File: config.mk
export PLATFORM = sky130hd
export DESIGN_NAME = if_stage
export DESIGN_NICKNAME = d
export VERILOG_FILES = /design/src/rtl/if_stage_pkg.sv /design/src/rtl/if_skid_buf.sv /design/src/rtl/if_stage.sv
export SDC_FILE = /design/constraint.sdc
export NUM_CORES = 1
export LEC_CHECK = 0
export BUFFER_PORTS_ARGS = -buffer_cell sky130_fd_sc_hd__buf_2
export CORE_ASPECT_RATIO = 0.6
export CORE_MARGIN = 2
export CORE_UTILIZATION = 55
export DETAILED_ROUTE_END_ITERATION = 10
export GPL_ROUTABILITY_DRIVEN = 0
export GPL_TIMING_DRIVEN = 0
export HOLD_SLACK_MARGIN = 0.03
export PLACE_DENSITY = 0.78
export SLEW_MARGIN = 20
export SYNTH_ARGS = -nofsm -noshare
export SYNTH_HDL_FRONTEND = slang
export SYNTH_HIERARCHICAL = 1
export SYNTH_SLANG_ARGS = --single-unit
File: constraint.sdc
create_clock -name clk -period 6.8 [get_ports clk]
set_input_delay 1.02 -clock clk [delete_from_list [all_inputs] [get_ports clk]]
set_output_delay 1.02 -clock clk [all_outputs]
set_load 0.02 [all_outputs]
File: src/rtl/if_stage_pkg.sv
// Shared fetch-pipeline types: FSM state, NOP encoding, fetch bundle.
// Imported by if_stage and if_skid_buf.
package if_stage_pkg;

  localparam int XLEN = 32;
  localparam logic [31:0] NOP_INSN = 32'h0000_0013;

  typedef enum logic [1:0] {
    IDLE,
    REQ,
    WAIT,
    HOLD
  } if_state_e;

  typedef struct packed {
    logic [XLEN-1:0] pc;
    logic [XLEN-1:0] pc_plus4;
    logic [XLEN-1:0] instruction;
  } fetch_bundle_t;

endpackage

File: src/rtl/if_skid_buf.sv
// One-entry skid buffer for a fetched bundle that arrives while IF/ID stalls.
// Ports: clr (flush), wr_en/wdata (store), rd_en (drain), full/rdata.
module if_skid_buf
  import if_stage_pkg::*;
#(
  parameter type T = fetch_bundle_t
) (
  input  logic clk,
  input  logic rst_n,
  input  logic clr,
  input  logic wr_en,
  input  T     wdata,
  input  logic rd_en,
  output logic full,
  output T     rdata
);

  always_ff @(posedge clk or negedge rst_n) begin
    if (!rst_n) begin
      full  <= 1'b0;
      rdata <= '0;
    end else if (clr) begin
      full <= 1'b0;
    end else if (wr_en) begin
      full  <= 1'b1;
      rdata <= wdata;
    end else if (rd_en) begin
      full <= 1'b0;
    end
  end

endmodule

File: src/rtl/if_stage.sv
// Instruction fetch stage: PC, single-outstanding imem FSM, output bundle.
// Ports: clk/rst_n, stall_i, redirect_i/redirect_pc_i, imem_* request and
// response, pc_o/pc_plus4_o/instruction_o/valid_o bundle, misalign_o.
// Build macro IF_MISALIGN_CHECK_EN: drop misaligned redirects and flag them.
module if_stage
  import if_stage_pkg::*;
#(
  parameter int                    DATA_WIDTH = 32,
  parameter logic [DATA_WIDTH-1:0] RESET_PC   = 32'h0000_0000
) (
  input  logic                  clk,
  input  logic                  rst_n,
  input  logic                  stall_i,
  input  logic                  redirect_i,
  input  logic [DATA_WIDTH-1:0] redirect_pc_i,
  output logic                  imem_req_o,
  output logic [DATA_WIDTH-1:0] imem_addr_o,
  input  logic                  imem_gnt_i,
  input  logic                  imem_rvalid_i,
  input  logic [DATA_WIDTH-1:0] imem_rdata_i,
  output logic [DATA_WIDTH-1:0] pc_o,
  output logic [DATA_WIDTH-1:0] pc_plus4_o,
  output logic [DATA_WIDTH-1:0] instruction_o,
  output logic                  valid_o,
  output logic                  misalign_o
);

  typedef struct packed {
    logic [DATA_WIDTH-1:0] pc;
    logic [DATA_WIDTH-1:0] pc_plus4;
    logic [DATA_WIDTH-1:0] instruction;
  } bundle_t;

  if_state_e             state_q, state_d;
  logic [DATA_WIDTH-1:0] pc_q, addr_q;
  logic [DATA_WIDTH-1:0] redir_tgt;
  logic                  kill_q, valid_q, redir;
  logic                  rsp_take, rsp_skid, rsp_load, skid_pop;
  logic                  skid_full;
  bundle_t               out_q, rsp_b, skid_b;

`ifdef IF_MISALIGN_CHECK_EN
  logic mis_req, mis_q;
  assign mis_req   = redirect_i && (redirect_pc_i[1:0] != 2'b00);
  assign redir     = redirect_i && !mis_req;
  assign redir_tgt = redirect_pc_i;

  always_ff @(posedge clk or negedge rst_n) begin
    if (!rst_n) mis_q <= 1'b0;
    else        mis_q <= mis_req;
  end
  assign misalign_o = mis_q;
`else
  logic unused_lsb;
  assign unused_lsb = ^redirect_pc_i[1:0];
  assign redir      = redirect_i;
  assign redir_tgt  = {redirect_pc_i[DATA_WIDTH-1:2], 2'b00};
  assign misalign_o = 1'b0;
`endif

  // A response is only usable if no redirect overtook it.
  assign rsp_take = (state_q == WAIT) && imem_rvalid_i
                  && !kill_q && !redir;
  assign rsp_skid = rsp_take && stall_i && valid_q;
  assign rsp_load = rsp_take && !rsp_skid;
  assign skid_pop = (state_q == HOLD) && skid_full
                  && !stall_i && !redir;

  assign rsp_b = '{pc:          addr_q,
                   pc_plus4:    addr_q + DATA_WIDTH'(4),
                   instruction: imem_rdata_i};

  always_ff @(posedge clk or negedge rst_n) begin
    if (!rst_n) state_q <= IDLE;
    else        state_q <= state_d;
  end

  always_comb begin
    state_d = state_q;
    unique case (state_q)
      IDLE: state_d = REQ;
      REQ:  if (imem_gnt_i) state_d = WAIT;
      WAIT: if (imem_rvalid_i) state_d = rsp_skid ? HOLD : REQ;
      HOLD: if (redir || !stall_i) state_d = REQ;
      default: state_d = IDLE;
    endcase
  end

  always_comb begin
    imem_req_o  = 1'b0;
    imem_addr_o = pc_q;
    if (state_q == REQ) imem_req_o = 1'b1;
  end

  always_ff @(posedge clk or negedge rst_n) begin
    if (!rst_n) begin
      pc_q   <= RESET_PC;
      addr_q <= '0;
      kill_q <= 1'b0;
    end else begin
      if (state_q == REQ && imem_gnt_i) begin
        addr_q <= pc_q;
        kill_q <= redir;
      end else if (state_q == WAIT) begin
        if (imem_rvalid_i) kill_q <= 1'b0;
        else if (redir)    kill_q <= 1'b1;
      end
      if (redir)         pc_q <= redir_tgt;
      else if (rsp_take) pc_q <= addr_q + DATA_WIDTH'(4);
    end
  end

  always_ff @(posedge clk or negedge rst_n) begin
    if (!rst_n) begin
      valid_q <= 1'b0;
      out_q   <= '{pc: '0, pc_plus4: '0,
                   instruction: DATA_WIDTH'(NOP_INSN)};
    end else if (redir) begin
      valid_q <= 1'b0;
    end else if (rsp_load) begin
      valid_q <= 1'b1;
      out_q   <= rsp_b;
    end else if (skid_pop) begin
      valid_q <= 1'b1;
      out_q   <= skid_b;
    end else if (!stall_i) begin
      valid_q <= 1'b0;
    end
  end

  if_skid_buf #(
    .T(bundle_t)
  ) u_skid (
    .clk   (clk),
    .rst_n (rst_n),
    .clr   (redir),
    .wr_en (rsp_skid),
    .wdata (rsp_b),
    .rd_en (skid_pop),
    .full  (skid_full),
    .rdata (skid_b)
  );

  assign pc_o          = out_q.pc;
  assign pc_plus4_o    = out_q.pc_plus4;
  assign instruction_o = out_q.instruction;
  assign valid_o       = valid_q;

endmodule

==> results.py, run 1 <==
metrics = {
    "hold_path": {
        "min-delay-path-class": "primary input to asynchronous set/reset pin",
    },
    "floorplan": {
        "start_util": 0.560,
        "die_h_um": 117,
        "io_pins": 201,
        "rows": 41,
        "core-area_um2": 21000,
        "die_w_um": 193,
        "dieArea_um2": 22600,
    },
    "route": {
        "totalWireLength_um": 32800,
        "viasPerCell": 5.86,
        "num_vias": 9552,
        "drtIter0Drc": 806,
        "dr.pass1.iters": 8,
        "drcViolationCount": 0,
        "ant_nets": 0,
        "wl_per_cell_um": 20.1,
    },
    "place": {
        "dp_hpwl_um": 23300,
        "port-buffer-count": 197,
        "pre_cts_ws_ns": 2.64,
    },
    "finish": {
        "layout-drive-gt1-share": 0.290,
        "final_nets": 1412,
        "multiInputGateArea_um2": 4780,
        "regArea_um2": 6540,
        "diodes": 0,
        "area_growth_syn_to_layout_pct": 18.8,
        "nFillCells": 1666,
    },
    "clock_network": {
        "clock_sinks": 261,
        "post_cts_resized": 0,
        "htree_num_levels": 1,
        "holdBufCountCts": 0,
        "clk_pin_slew_ns": 0.07,
        "clk_path_buf_depth": 3,
        "clk_latency_ns": 0.52,
        "cts-root-buf": "clkbuf_16",
        "cts_tree": "built",
        "post_cts_buffers": 0,
        "cts_buffers": 24,
    },
    "synth": {
        "syn_area_per_cell_um2": 10.6,
        "yosysTopAreaCellShare": 0.548,
        "yosys_warnings": 6,
        "synth-edff-count": 0,
        "synth.area.top_cells": "dfrtp_1, mux2_2, nand2_1",
        "yosys.area.top_type": "dfrtp_1",
        "netlist_instances": 1112,
        "syn_nets": 1187,
        "yosys-top-cells-count": "dfrtp_1, nand2_1, nor2_1",
        "netlist_area_um2": 11800,
        "yosysSeqAreaShare": 0.555,
        "yosysMostFrequentCell": "dfrtp_1",
        "ys_types": 47,
        "synthArstFlopShare": 1.00,
        "yosys_most_used_dff": "dfrtp_1",
        "synth-seq-cells": 261,
    },
    "global_routing": {
        "met1_usage": 0.458,
        "grt_pass1_vias": 9137,
        "antenna_found_initial": 0,
        "grt_pass1_wl_um": 51300,
        "met2_usage": 0.406,
        "busiest_layer": "met1",
        "grt_usage": 0.293,
        "globalRouteOverflowTotal": 0,
        "grt_max_degree": 100,
        "gr-usage-met3": 0.0724,
    },
    "pwr": {
        "irDropWorstVdd_v": 0.000228,
        "power.density_nw_per_um2": 390,
        "p_leak_nw": 6.85,
    },
    "timing": {
        "tightest_slew_ns": 0.865,
        "fin_crit_sh": 0.562,
        "slew_headroom": 0.423,
        "worst_slack_ns": 2.98,
        "fin_skew_ns": 0.00950,
        "rsz0062_at_grt": "no",
        "fin_setup_tns_ns": 0,
        "final-max-slew-violation-count": 0,
        "finalHoldViolations": 0,
        "setup_viol": 0,
        "max_clock_freq_mhz": 262,
        "fin_crit_ns": 3.82,
        "whs_ns": 0.486,
    },
    "setup_path": {
        "cp_max_fo": 10,
        "end_kind": "register",
        "required_ns": 7.14,
        "start_kind": "register",
        "arrival_ns": 4.17,
        "critical_path_class": "register to register",
    },
    "outcome": {
        "status": "complete, no violations",
    },
    "run": {
        "drv_cap": 0,
    },
}
==> state kept, by name, indices dropped and copies added, names as in the netlist <==
register,cells
imem_addr_o,32
state_q,2
u_skid/full,1
addr_q,32
valid_o,1
instruction_o,32
u_skid/rdata,96
pc_plus4_o,32
pc_o,32
kill_q,1
==> routing by layer <==
| layer | routed length [µm] | vias up |
|---|---|---|
| li1 | - | 4276 |
| met1 | 15000 | 4733 |
| met2 | 13600 | 473 |
| met3 | 3300 | 70 |
| met4 | 845 | 0 |
| met5 | 0 | - |
==> cell type report <==
cell class,instances,area share
clock inverter,10,0.00894
timing repair buffer,199,0.0751
multi-input combinational,752,0.342
inverter,22,0.00590
tap,279,0.0249
buffer,77,0.0275
clock buffer,31,0.0492
sequential,261,0.467
==> worst max-delay path, stage by stage, from the launching register on <==
cell and delay, ns:
dfrtp_1 0.42, inv_1 0.07, ha_1 0.23, nand3b_1 0.31
or2_2 0.18, clkbuf_1 0.33, nand2b_1 0.16, clkbuf_1 0.58
clkbuf_1 0.60, clkbuf_1 0.53, a31oi_1 0.22
==> metrics by stage <==
stage	cell area, µm²	power, mW	instances	util
finish	14000	5.46	1631	0.665
global route	14000	5.73	1631	0.665
CTS	14000	5.45	1631	0.665
detailed placement	13200	4.03	1590	0.627
global placement	13100	3.98	1588	0.623
floorplan	11800	3.34	1112	-
==> kinds of logic (layout without fill, tap and decap cells) <==
family          Yosys count  count (layout)  share of synthesized area
mux                     139             139                      0.144
other cells               1               1                   0.000318
flops                   261             261                      0.555
xor+xnor                 22              22                     0.0164
buf+inv                  99             339                     0.0397
compound gates          148             148                     0.0799
simple gates            437             437                      0.159
fa+ha+maj                 5               5                    0.00531
==> worst paths after layout <==
| path | to | depth (start not counted) | startpoint | slack [ns] |
|---|---|---|---|---|
| worst max register to register | pc_o[9] | 10 | state_q[0] | 2.98 |
| worst min-delay path | pc_o[29] | 1 | rst_n | 0.49 |
| max in group asynchronous | u_skid/rdata[37] | 3 | rst_n | 5.00 |
| min in group clk | instruction_o[1] | 2 | instruction_o[1] | 0.50 |
| worst max-delay path | pc_o[9] | 10 | state_q[0] | 2.98 |
| worst min register to register | instruction_o[1] | 2 | instruction_o[1] | 0.50 |
==> power breakdown <==
group          internal [mW]  switching (mW)  total, mW
combinational          0.635            1.08       1.71
clock                  0.824           0.588       1.41
sequential              1.96           0.371       2.33
total                   3.42            2.04       5.46
==> cells in the final DEF (no fill, tap or decap), drive strengths merged, types with 22 or more instances in the layout <==
master,instances
inv,22
nand2,241
o21ai,24
nor2,101
mux2,128
nand3,29
dfrtp,258
a31oi,83
buf,216
clkbuf,91
No activity file was read; power rests on OpenSTA's default activity.
==> run 2, diff against run 1 <==
Settings changed: CORE_UTILIZATION 55 to 51, PLACE_DENSITY 0.78 to 0.76.
Clock period 6.8 ns to 3.1 ns, I/O delays scaled along.
==> run 2 against run 1 <==
Effect of this change: first-iteration DRC count is 4.0% higher; sequential power rose by 120%; design area increased by 0.59%; non-clock buffer count stayed put; routed wire length is 2.2% higher; sequential share of layout area down 0.27 points; clock power rose by 120%; combinational power increased by 120%; flip-flop and latch count is the same; cell count increased by 2.3%; highest routed layer unchanged.
==> results.py, run 2 (synthesis gave the netlist of run 1 again) <==
metrics = {
    "timing": {
        "fin_crit_sh": 0.957,
        "rsz0062_at_grt": "no",
        "setup_viol": 0,
        "final-max-slew-violation-count": 0,
        "fin_setup_tns_ns": 0,
        "fin_skew_ns": 0.0156,
        "fin_crit_ns": 2.97,
        "finalHoldViolations": 0,
        "max_clock_freq_mhz": 337,
        "slew_headroom": 0.325,
        "whs_ns": 0.149,
        "tightest_slew_ns": 1.01,
    },
    "run": {
        "drv_cap": 0,
    },
    "finish": {
        "final_area_um2": 14100,
        "final_cells": 1668,
        "final_util": 0.616,
        "layout-drive-gt1-share": 0.297,
        "final_cell_mix": "dfrtp_1, nand2_1, buf_2",
        "largest_reg_flops": 96,
        "final_common_cell": "dfrtp_1",
        "area_growth_syn_to_layout_pct": 19.5,
        "top_register": "u_skid/rdata",
        "final_nets": 1412,
    },
    "floorplan": {
        "core-area_um2": 22900,
        "start_util": 0.515,
        "die_w_um": 200,
        "io_pins": 201,
        "dieArea_um2": 24400,
        "rows": 43,
        "die_h_um": 122,
    },
    "place": {
        "dpl_cell_area_um2": 13300,
        "dp.cells": 1627,
        "dp_hpwl_um": 24000,
        "port-buffer-count": 197,
    },
    "setup_path": {
        "cp_max_fo": 10,
        "start_kind": "register",
        "critical_path_class": "register to register",
        "end_kind": "register",
        "required_ns": 3.53,
        "arrival_ns": 3.40,
    },
    "pwr": {
        "p_leak_nw": 6.89,
        "power.density_nw_per_um2": 846,
        "irDropWorstVdd_v": 0.000472,
    },
    "route": {
        "wl_per_cell_um": 20.1,
        "ant_nets": 0,
        "drtIter0Drc": 838,
        "num_vias": 9405,
        "viasPerCell": 5.64,
        "drcViolationCount": 0,
        "dr.pass1.iters": 5,
        "totalWireLength_um": 33500,
    },
    "global_routing": {
        "globalRouteOverflowTotal": 0,
        "grt_pass1_wl_um": 52100,
        "grt_usage": 0.276,
        "grt_pass1_vias": 9046,
        "antenna_found_initial": 1,
        "grt_max_degree": 100,
    },
    "clock_network": {
        "htree_num_levels": 1,
        "clk_latency_ns": 0.53,
        "cts_buffers": 24,
        "clk_path_buf_depth": 3,
        "post_cts_buffers": 0,
        "clock_sinks": 261,
        "cts-root-buf": "clkbuf_16",
        "cts_tree": "built",
        "clk_pin_slew_ns": 0.06,
    },
    "outcome": {
        "status": "complete, no violations",
    },
    "hold_path": {
        "min-delay-path-class": "primary input to register",
    },
}
-- run 2: cell types whose count changed in the layout (fill, tap and decap cells not counted), moves of 2 or more --
cell,delta
clkinv_2,-6
clkbuf_8,+4
clkbuf_1,-10
clkbuf_2,+11
bufinv_16,-2
-- run 2: final cells by class --
class	instances	area, µm²
sequential	261	6540
clock buffer	38	754
timing repair buffer	201	1090
multi-input combinational	752	4790
antenna	1	2.50
buffer	75	392
fill	1937	8790
tap	315	394
inverter	22	82.6
clock inverter	3	42.5
-- run 2: final timing paths --
| kind | from | cells after the start | slack (ns) | endpoint |
|---|---|---|---|---|
| setup / recovery | state_q[0] | 7 | 0.13 | pc_o[10] |
| hold / removal | redirect_pc_i[6] | 3 | 0.15 | imem_addr_o[6] |
| setup reg to reg | state_q[0] | 7 | 0.13 | pc_o[10] |
| hold reg to reg | instruction_o[0] | 2 | 0.49 | instruction_o[0] |
| max in group asynchronous | rst_n | 4 | 1.61 | pc_plus4_o[12] |
| min in group asynchronous | rst_n | 2 | 0.36 | pc_o[28] |
-- run 2: per-stage QoR --
step | power, mW | setup WS, ns
after floorplan | 7.33 | 0.753
after global placement | 8.76 | -3.21
after detailed placement | 8.88 | -0.651
after CTS | 11.9 | 0.00513
after global routing | 12.5 | 0.0259
final | 11.9 | 0.132
-- run 2: timing repair --
item	CTS	global route
endpoints found under the setup margin	96	76
pin swaps	0	0
cloned	0	0
endpoints found under the hold margin	25	0
hold buffers	1	0
resized for setup	10	5
-- run 2: power breakdown --
group	internal [mW]	switching [mW]
combinational	1.40	2.36
clock	1.74	1.29
sequential	4.30	0.811
-- run 2: worst max-delay path: stages (launching register included) --
cell      delay [ns]
dfrtp_1         0.43
ha_1            0.21
nor2b_1         0.14
nand3b_1        0.41
clkbuf_1        0.82
clkbuf_1        0.49
nand2_1         0.13
a31oi_1         0.23
-- run 2: metal layers --
layer / routed length (µm) / track usage
met4: 561 / 0.0578
met1: 15800 / 0.427
met5: 0 / 0
met2: 14500 / 0.400
met3: 2700 / 0.0581
